<file path="src/rtl/fre_detect.sv">
// fre_detect: measures the period of the asynchronous input `test` in clk cycles
// and asserts `d` once LOCK_COUNT consecutive periods fall inside
// [MIN_PERIOD, MAX_PERIOD]. A missing edge (timeout) or an out-of-window
// period drops the lock.
module fre_detect #(
  parameter int CNT_W       = 16,
  parameter int MIN_PERIOD  = 18,
  parameter int MAX_PERIOD  = 22,
  parameter int LOCK_COUNT  = 4,
  parameter int SYNC_STAGES = 2
) (
  input  logic clk,
  input  logic rst,
  input  logic test,
  output logic d
);

  localparam int LW = $clog2(LOCK_COUNT + 1);

  localparam logic [CNT_W-1:0] CNT_SAT  = '1;
  localparam logic [CNT_W-1:0] CNT_TOUT = CNT_W'(MAX_PERIOD);
  localparam logic [CNT_W:0]   MIN_P    = (CNT_W + 1)'(MIN_PERIOD);
  localparam logic [CNT_W:0]   MAX_P    = (CNT_W + 1)'(MAX_PERIOD);
  localparam logic [LW-1:0]    LOCK_MAX = LW'(LOCK_COUNT);

  logic [SYNC_STAGES-1:0] sync_q;
  logic                   sync_out;
  logic                   edge_reg;
  logic                   rise;
  logic [CNT_W-1:0]       cnt;
  logic [CNT_W:0]         period;
  logic                   timeout;
  logic [LW-1:0]          lock_cnt;
  logic [LW-1:0]          lock_nxt;
  logic                   first_seen;
  logic                   first_nxt;

  assign sync_out = sync_q[SYNC_STAGES-1];
  assign rise     = sync_out & ~edge_reg;
  // Period includes the cycle of the rise itself, so rises 20 cycles apart give 20.
  assign period   = {1'b0, cnt} + (CNT_W + 1)'(1);
  // No rise by the time the period would exceed MAX_PERIOD.
  assign timeout  = (cnt >= CNT_TOUT);

  // Synchronizer chain and edge register for the asynchronous input.
  // NOTE: every register here uses non-blocking assignment so all stages sample
  // the pre-edge values; blocking would collapse the chain into one flop.
  always_ff @(posedge clk or negedge rst) begin
    // NOTE: only control state exists here, so everything is cleared by the
    // asynchronous reset; there is no storage array that could skip reset.
    if (!rst) begin
      sync_q   <= '0;
      edge_reg <= 1'b0;
    end else begin
      sync_q   <= {sync_q[SYNC_STAGES-2:0], test};
      edge_reg <= sync_out;
    end
  end

  // Period counter: restarts on each detected rise, saturates otherwise.
  always_ff @(posedge clk or negedge rst) begin
    if (!rst) begin
      cnt <= '0;
    end else if (rise) begin
      cnt <= '0;
    end else if (cnt != CNT_SAT) begin
      cnt <= cnt + CNT_W'(1);
    end
  end

  // Next-state logic for the lock counter and first-edge flag.
  always_comb begin
    // NOTE: defaults first so every path assigns both outputs and no latch forms.
    lock_nxt  = lock_cnt;
    first_nxt = first_seen;
    if (rise) begin
      if (first_seen) begin
        if (period >= MIN_P && period <= MAX_P) begin
          lock_nxt = (lock_cnt == LOCK_MAX) ? lock_cnt : lock_cnt + LW'(1);
        end else begin
          lock_nxt = '0;
        end
      end else begin
        // First edge only opens a measurement window.
        first_nxt = 1'b1;
      end
    end else if (timeout) begin
      lock_nxt  = '0;
      first_nxt = 1'b0;
    end
  end

  // Lock state and registered detect output.
  always_ff @(posedge clk or negedge rst) begin
    if (!rst) begin
      lock_cnt   <= '0;
      first_seen <= 1'b0;
      d          <= 1'b0;
    end else begin
      lock_cnt   <= lock_nxt;
      first_seen <= first_nxt;
      d          <= (lock_nxt == LOCK_MAX);
    end
  end

endmodule

</file>
<file path="config.mk">
export PLATFORM = sky130hd
export DESIGN_NAME = fre_detect
export DESIGN_NICKNAME = d
export VERILOG_FILES = /design/src/rtl/fre_detect.sv
export SDC_FILE = /design/constraint.sdc
export NUM_CORES = 1
export LEC_CHECK = 0
export CAP_MARGIN = 20
export CORE_UTILIZATION = 52
export CTS_CLUSTER_SIZE = 28
export DETAILED_ROUTE_END_ITERATION = 8
export GPL_TIMING_DRIVEN = 0
export MAX_ROUTING_LAYER = met4
export PLACE_DENSITY = 0.68
export SLEW_MARGIN = 20
export SYNTH_ARGS = -nofsm -noshare
export SYNTH_HDL_FRONTEND = slang
export SYNTH_SLANG_ARGS = --single-unit
</file>
<file path="constraint.sdc">
create_clock -name clk -period 3.56 [get_ports clk]
set_input_delay 0.712 -clock clk [delete_from_list [all_inputs] [get_ports clk]]
set_output_delay 0.712 -clock clk [all_outputs]
set_load 0.005 [all_outputs]
</file>
==> impl_metrics.py, run 1 <==
metrics = {
    "run_status": {
        "status": "finished, final reports clean",
    },
    "min_path": {
        "hold_path.class": "in -> async",
    },
    "yosys": {
        "synthArstFlopShare_pct": 100.0,
        "synth_area_per_cell_um2": 9.817,
        "synth-seq-area-share_pct": 37.77,
        "yosysTopAreaCell": "dfrtp_1",
        "yosys-top-cells-area": "dfrtp_1, xnor2_1, ha_1",
        "netlist_area_um2": 1590,
        "yosys.cell_count.top_type": "dfrtp_1",
        "syn-num-nets": 170,
        "synthDominantCellAreaShare_pct": 37.77,
        "synth-main-ff-cell": "dfrtp_1",
        "synthCells": 162,
        "synth.distinct_cells": 50,
        "synth_seq_cells": 24,
        "synth_commonest_cells": "dfrtp_1, a21oi_1, xnor2_1",
        "synth_edf_count": 0,
        "yosysWarningCount": 0,
    },
    "route": {
        "drtIter0Drc": 44,
        "vias": 1230,
        "first_pass_iters": 5,
        "routed_wirelength_um": 3223,
        "avgRoutedWirePerCell_um": 16.12,
        "drc": 0,
        "avgViaCountPerCell": 6.150,
        "antenna_left": 0,
    },
    "finish": {
        "largest_reg_flops": 16,
        "nFillCells": 244,
        "drive_gt1_share_pct": 18.93,
        "regMostFlops": "cnt",
        "synthToLayoutAreaGrowth_pct": 7.317,
        "num_antenna_cells": 0,
        "nets": 178,
        "reg_top3": "cnt x16, lock_cnt x3, sync_q x2",
    },
    "cts": {
        "tritoncts": "done",
        "clock-sinks": 24,
        "cts.clk_slew.worst_paths_ns": 0.14,
        "cts_root_buf": "clkbuf_4",
        "cts_made_buffers": 3,
        "clock_latency_ns": 0.32,
        "clock_path_buffers": 2,
        "cts_hold_buf": 0,
        "post_cts_buffers": 0,
        "cts_resized": 0,
        "cts_max_level": 1,
    },
    "global_route": {
        "antenna_found_initial": 0,
        "grtUsageTotal_pct": 22.58,
        "grt_overflow": 0,
        "grt_pass1_vias": 1218,
        "grt_first_pass_wirelength_um": 5464,
        "grt_max_degree": 25,
    },
    "power": {
        "seqPwrFrac_pct": 45.8,
        "p_comb_share_pct": 24.1,
        "clkPwrFrac_pct": 30.1,
        "p_switching_uw": 203.2,
        "power.internal_uw": 475.9,
        "swShare_pct": 29.92,
        "cellPowerDensity_nw_per_um2": 397.9,
        "leakage_nw": 0.7128,
        "finalPower_uw": 679.1,
        "ir_drop_v": 0.0002275,
    },
    "sta": {
        "whs_ns": 0.3427,
        "timing.fmax_mhz": 348.0,
        "relSlewSlack_pct": 64.34,
        "worst_slew_pin_slew_ns": 0.5301,
        "totalNegativeSetupSlack_ns": 0,
        "setup_viol": 0,
        "skew_ns": 0.002214,
        "hold_violations": 0,
        "setup_slack_ns": 0.6867,
        "period_minus_slack_ns": 2.873,
        "rsz0062_at_grt": "false",
        "slew_viol_final": 0,
        "period_share_pct": 80.71,
    },
    "floorplanning": {
        "num_io_pins": 4,
        "core_area_um2": 2829,
        "start_util_pct": 56.21,
        "die_x_um": 57.30,
        "die_area_um2": 3283,
        "row_count": 19,
        "die_y_um": 57.30,
    },
    "placement": {
        "gp_congestion": 0.8874,
        "dpl_worst_slack_ns": 0.7795,
        "numPortBuffers": 3,
        "dp_hpwl_um": 2238,
    },
    "setup_path": {
        "crit_fanout": 8,
        "end_kind": "flip-flop",
        "arrival_ns": 3.11,
        "cp_data_required_time_ns": 3.80,
        "critPathLaunchType": "flip-flop",
        "worstSetupPathType": "reg -> reg",
    },
    "job": {
        "maxCapViolations": 0,
    },
}
-- worst paths after layout --
check / startpoint / endpoint / slack [ns] / cells past startpoint
worst max-delay path: cnt[6]$_DFFE_PN0P_ / d$_DFF_PN0_ / 0.69 / 7
worst max register to register: cnt[6]$_DFFE_PN0P_ / d$_DFF_PN0_ / 0.69 / 7
worst min register to register: sync_q[0]$_DFF_PN0_ / sync_q[1]$_DFF_PN0_ / 0.37 / 0
worst min-delay path: rst / cnt[11]$_DFFE_PN0P_ / 0.34 / 1
max in group asynchronous: rst / first_seen$_DFFE_PN0P_ / 2.86 / 1
min in group clk: sync_q[0]$_DFF_PN0_ / sync_q[1]$_DFF_PN0_ / 0.37 / 0
-- power by group through the flow --
stage / clock network [mW] / logic, mW / registers [mW]
2_1_floorplan: 0 / 0.131 / 0.310
5_1_grt: 0.217 / 0.183 / 0.314
6_report: 0.204 / 0.164 / 0.311
3_3_place_gp: 0 / 0.157 / 0.313
3_5_place_dp: 0 / 0.162 / 0.315
4_1_cts: 0.208 / 0.164 / 0.310
-- metrics by stage --
stage,area [um^2],std cells,utilization [%]
floorplan,1590,162,-
global placement,1659,196,58.65
detailed placement,1659,196,58.65
CTS,1712,200,60.50
global route,1707,200,60.33
finish,1707,200,60.33
-- cells in the final DEF (no fill, tap or decap), types with 4 or more instances in the layout --
master	instances
a21oi_1	12
buf_4	4
dfrtp_1	24
ha_1	5
inv_1	10
nand2_1	9
nand4_1	7
nor2_1	11
nor3_1	5
nor4_1	5
xnor2_1	12
-- area by class of cell --
class                           count  area, um^2  share of cell area [%]
Timing Repair Buffer                3       25.02                   1.466
Buffer                             12       100.1                   5.865
Clock inverter                      1       30.03                   1.760
Inverter                           10       37.54                   2.199
Multi-Input combinational cell    116       852.1                   49.93
Tap cell                           31       38.79                   2.273
Sequential cell                    24       600.6                   35.19
Clock buffer                        3       22.52                   1.320
-- critical path, stage by stage (launching register included) --
cell,delay [ns]
dfrtp_1,0.52
nand4_4,0.21
nor4_1,0.50
mux2_2,0.39
nor4_1,0.41
nand3_2,0.18
a221o_1,0.40
a221oi_2,0.20
-- cell families after synthesis --
family	after synthesis	synth area share, %
and+or+nand+nor	61	23.60
xor gates and xnor gates	15	8.261
AOI/OAI and AO/OA	31	15.03
DFF	24	37.77
adders and majority gates	5	3.934
muxes	4	2.754
buffers and inverters	22	8.655
-- per-layer routing --
| layer | vias to the layer above | part of all wire, % | track usage [%] | wire length (um) |
|---|---|---|---|---|
| met2 | 28 | 47 | 34.79 | 1507 |
| met3 | 7 | 3.8 | 2.494 | 124 |
| li1 | 593 | - | - | - |
| met5 | - | 0 | - | 0 |
| met1 | 602 | 48 | 29.80 | 1539 |
| met4 | 0 | 1.6 | 10.80 | 51 |
Power figures use the tool's default switching activity.
==> inputs of run 2 (changes only) <==
==> constraint.sdc (replaced) <==
create_clock -name clk -period 2.8 [get_ports clk]
set_input_delay 0.56 -clock clk [delete_from_list [all_inputs] [get_ports clk]]
set_output_delay 0.56 -clock clk [all_outputs]
set_load 0.005 [all_outputs]
==> run 2 against run 1 <==
  * Sequential cell count is the same
  * Worst hold slack worse by 0.15 ns
  * Critical path depth grew 1
==> impl_metrics.py, run 2 (synthesis results as in run 1) <==
metrics = {
    "finish": {
        "reg_top3": "cnt x16, lock_cnt x3, sync_q x2",
        "final_common_cell": "dfrtp_1",
        "nets": 178,
        "multiInputGateArea_um2": 864.6,
        "regArea_um2": 600.6,
        "num_antenna_cells": 0,
        "largest_reg_flops": 16,
        "synthToLayoutAreaGrowth_pct": 8.104,
        "nFillCells": 242,
        "final_cell_mix": "dfrtp_1, xnor2_1, a21oi_1",
        "regMostFlops": "cnt",
        "drive_gt1_share_pct": 20.12,
    },
    "floorplanning": {
        "die_y_um": 57.30,
        "start_util_pct": 56.21,
        "die_area_um2": 3283,
        "die_x_um": 57.30,
        "core_area_um2": 2829,
        "row_count": 19,
        "num_io_pins": 4,
    },
    "global_route": {
        "antenna_found_initial": 0,
        "grtUsageTotal_pct": 22.63,
        "grt_first_pass_wirelength_um": 5485,
        "grt_pass1_vias": 1207,
        "use_met1_pct": 29.94,
        "use_met2_pct": 35.13,
        "grt_max_degree": 25,
        "grt_overflow": 0,
        "gr-usage-met3_pct": 2.268,
        "top_usage_layer": "met2",
    },
    "sta": {
        "worst_slew_pin_slew_ns": 0.5350,
        "period_share_pct": 93.32,
        "relSlewSlack_pct": 64.34,
        "rsz0062_at_grt": "false",
        "hold_violations": 0,
        "totalNegativeSetupSlack_ns": 0,
        "period_minus_slack_ns": 2.613,
        "timing.fmax_mhz": 382.7,
        "skew_ns": 0.002521,
        "slew_viol_final": 0,
        "setup_viol": 0,
    },
    "cts": {
        "clock_path_buffers": 2,
        "cts.clk_slew.worst_paths_ns": 0.14,
        "post_cts_buffers": 0,
        "cts_root_buf": "clkbuf_4",
        "cts_made_buffers": 3,
        "tritoncts": "done",
        "cts_max_level": 1,
        "clock_latency_ns": 0.32,
        "clock-sinks": 24,
    },
    "setup_path": {
        "r2r_slack_ns": 0.19,
        "critPathLaunchType": "flip-flop",
        "cp_data_required_time_ns": 3.04,
        "reg2regPathDepth": 8,
        "end_kind": "flip-flop",
        "arrival_ns": 2.85,
        "r2r_end": "d$_DFF_PN0_",
        "r2r_start": "cnt[0]$_DFFE_PN0P_",
        "worstSetupPathType": "reg -> reg",
        "crit_fanout": 8,
    },
    "power": {
        "swShare_pct": 29.91,
        "cellPowerDensity_nw_per_um2": 502.2,
        "clkPwrFrac_pct": 30.0,
        "p_switching_uw": 258.2,
        "power.internal_uw": 605.1,
        "p_comb_share_pct": 24.2,
        "seqPwrFrac_pct": 45.8,
        "finalPower_uw": 863.3,
        "ir_drop_v": 0.0002924,
        "leakage_nw": 0.7144,
    },
    "route": {
        "drc": 0,
        "vias": 1237,
        "first_pass_iters": 4,
        "avgRoutedWirePerCell_um": 16.06,
        "avgViaCountPerCell": 6.185,
        "drtIter0Drc": 47,
        "routed_wirelength_um": 3211,
        "antenna_left": 0,
    },
    "run_status": {
        "status": "finished, final reports clean",
    },
    "placement": {
        "gp_congestion": 0.8874,
        "dp_hpwl_um": 2238,
        "numPortBuffers": 3,
    },
    "min_path": {
        "hold_path.class": "in -> async",
    },
    "job": {
        "maxCapViolations": 0,
    },
}
==> run 2: metal layers <==
metal | up-vias | routed length, um
met2 | 34 | 1486
li1 | 594 | -
met1 | 602 | 1556
met4 | 0 | 51
met3 | 7 | 116
met5 | - | 0
==> run 2: area by class of cell <==
class / count / area share (%)
multi-input cells: 116 / 50.29
clock buffers: 3 / 1.310
inverters: 10 / 2.183
repair buffers: 3 / 1.456
flip-flops and latches: 24 / 34.93
well taps: 31 / 2.256
plain buffers: 12 / 5.822
clock inverters: 1 / 1.747
==> run 2: critical path, cell delays in order (launching register included) <==
cell and delay (ns):
dfrtp_1 0.51, ha_1 0.33, nand3_2 0.17, nor3_4 0.26, nand3_2 0.13, a2111oi_4 0.39, nand3_2 0.16, a221o_1 0.39
a221oi_2 0.20
==> run 2: stage by stage <==
stage	worst slack [ns]	hold slack, ns	instances	utilization (%)	instance area, um^2
final	0.1870	0.1894	200	60.77	1719
after detailed placement	0.01948	0.3436	196	58.65	1659
after floorplan	0.3735	0.2644	162	-	1590
after global placement	0.05073	0.3396	196	58.65	1659
after CTS	0.07882	0.3764	200	60.73	1718
after global routing	0.02032	0.2290	200	60.77	1719
==> run 2: power groups by stage <==
stage	Clock (mW)	Combinational, mW	Sequential [mW]
floorplan	0	0.167	0.395
global placement	0	0.200	0.399
detailed placement	0	0.206	0.400
CTS	0.264	0.209	0.395
global route	0.276	0.233	0.399
finish	0.259	0.209	0.396
==> run 2: timing repair <==
action | 4_1_cts | 5_1_grt
hold buffers | 0 | 0
pin swaps | 0 | 0
resized for setup | 1 | 1
endpoints found under the setup margin | 1 | 4
==> run 2: worst max-delay path by stage <==
stage / startpoint / end
2_1_floorplan: cnt[3]$_DFFE_PN0P_ / d$_DFF_PN0_
3_3_place_gp: cnt[0]$_DFFE_PN0P_ / d$_DFF_PN0_
3_5_place_dp: cnt[7]$_DFFE_PN0P_ / d$_DFF_PN0_
4_1_cts: cnt[7]$_DFFE_PN0P_ / d$_DFF_PN0_
5_1_grt: cnt[0]$_DFFE_PN0P_ / d$_DFF_PN0_
6_report: cnt[0]$_DFFE_PN0P_ / d$_DFF_PN0_
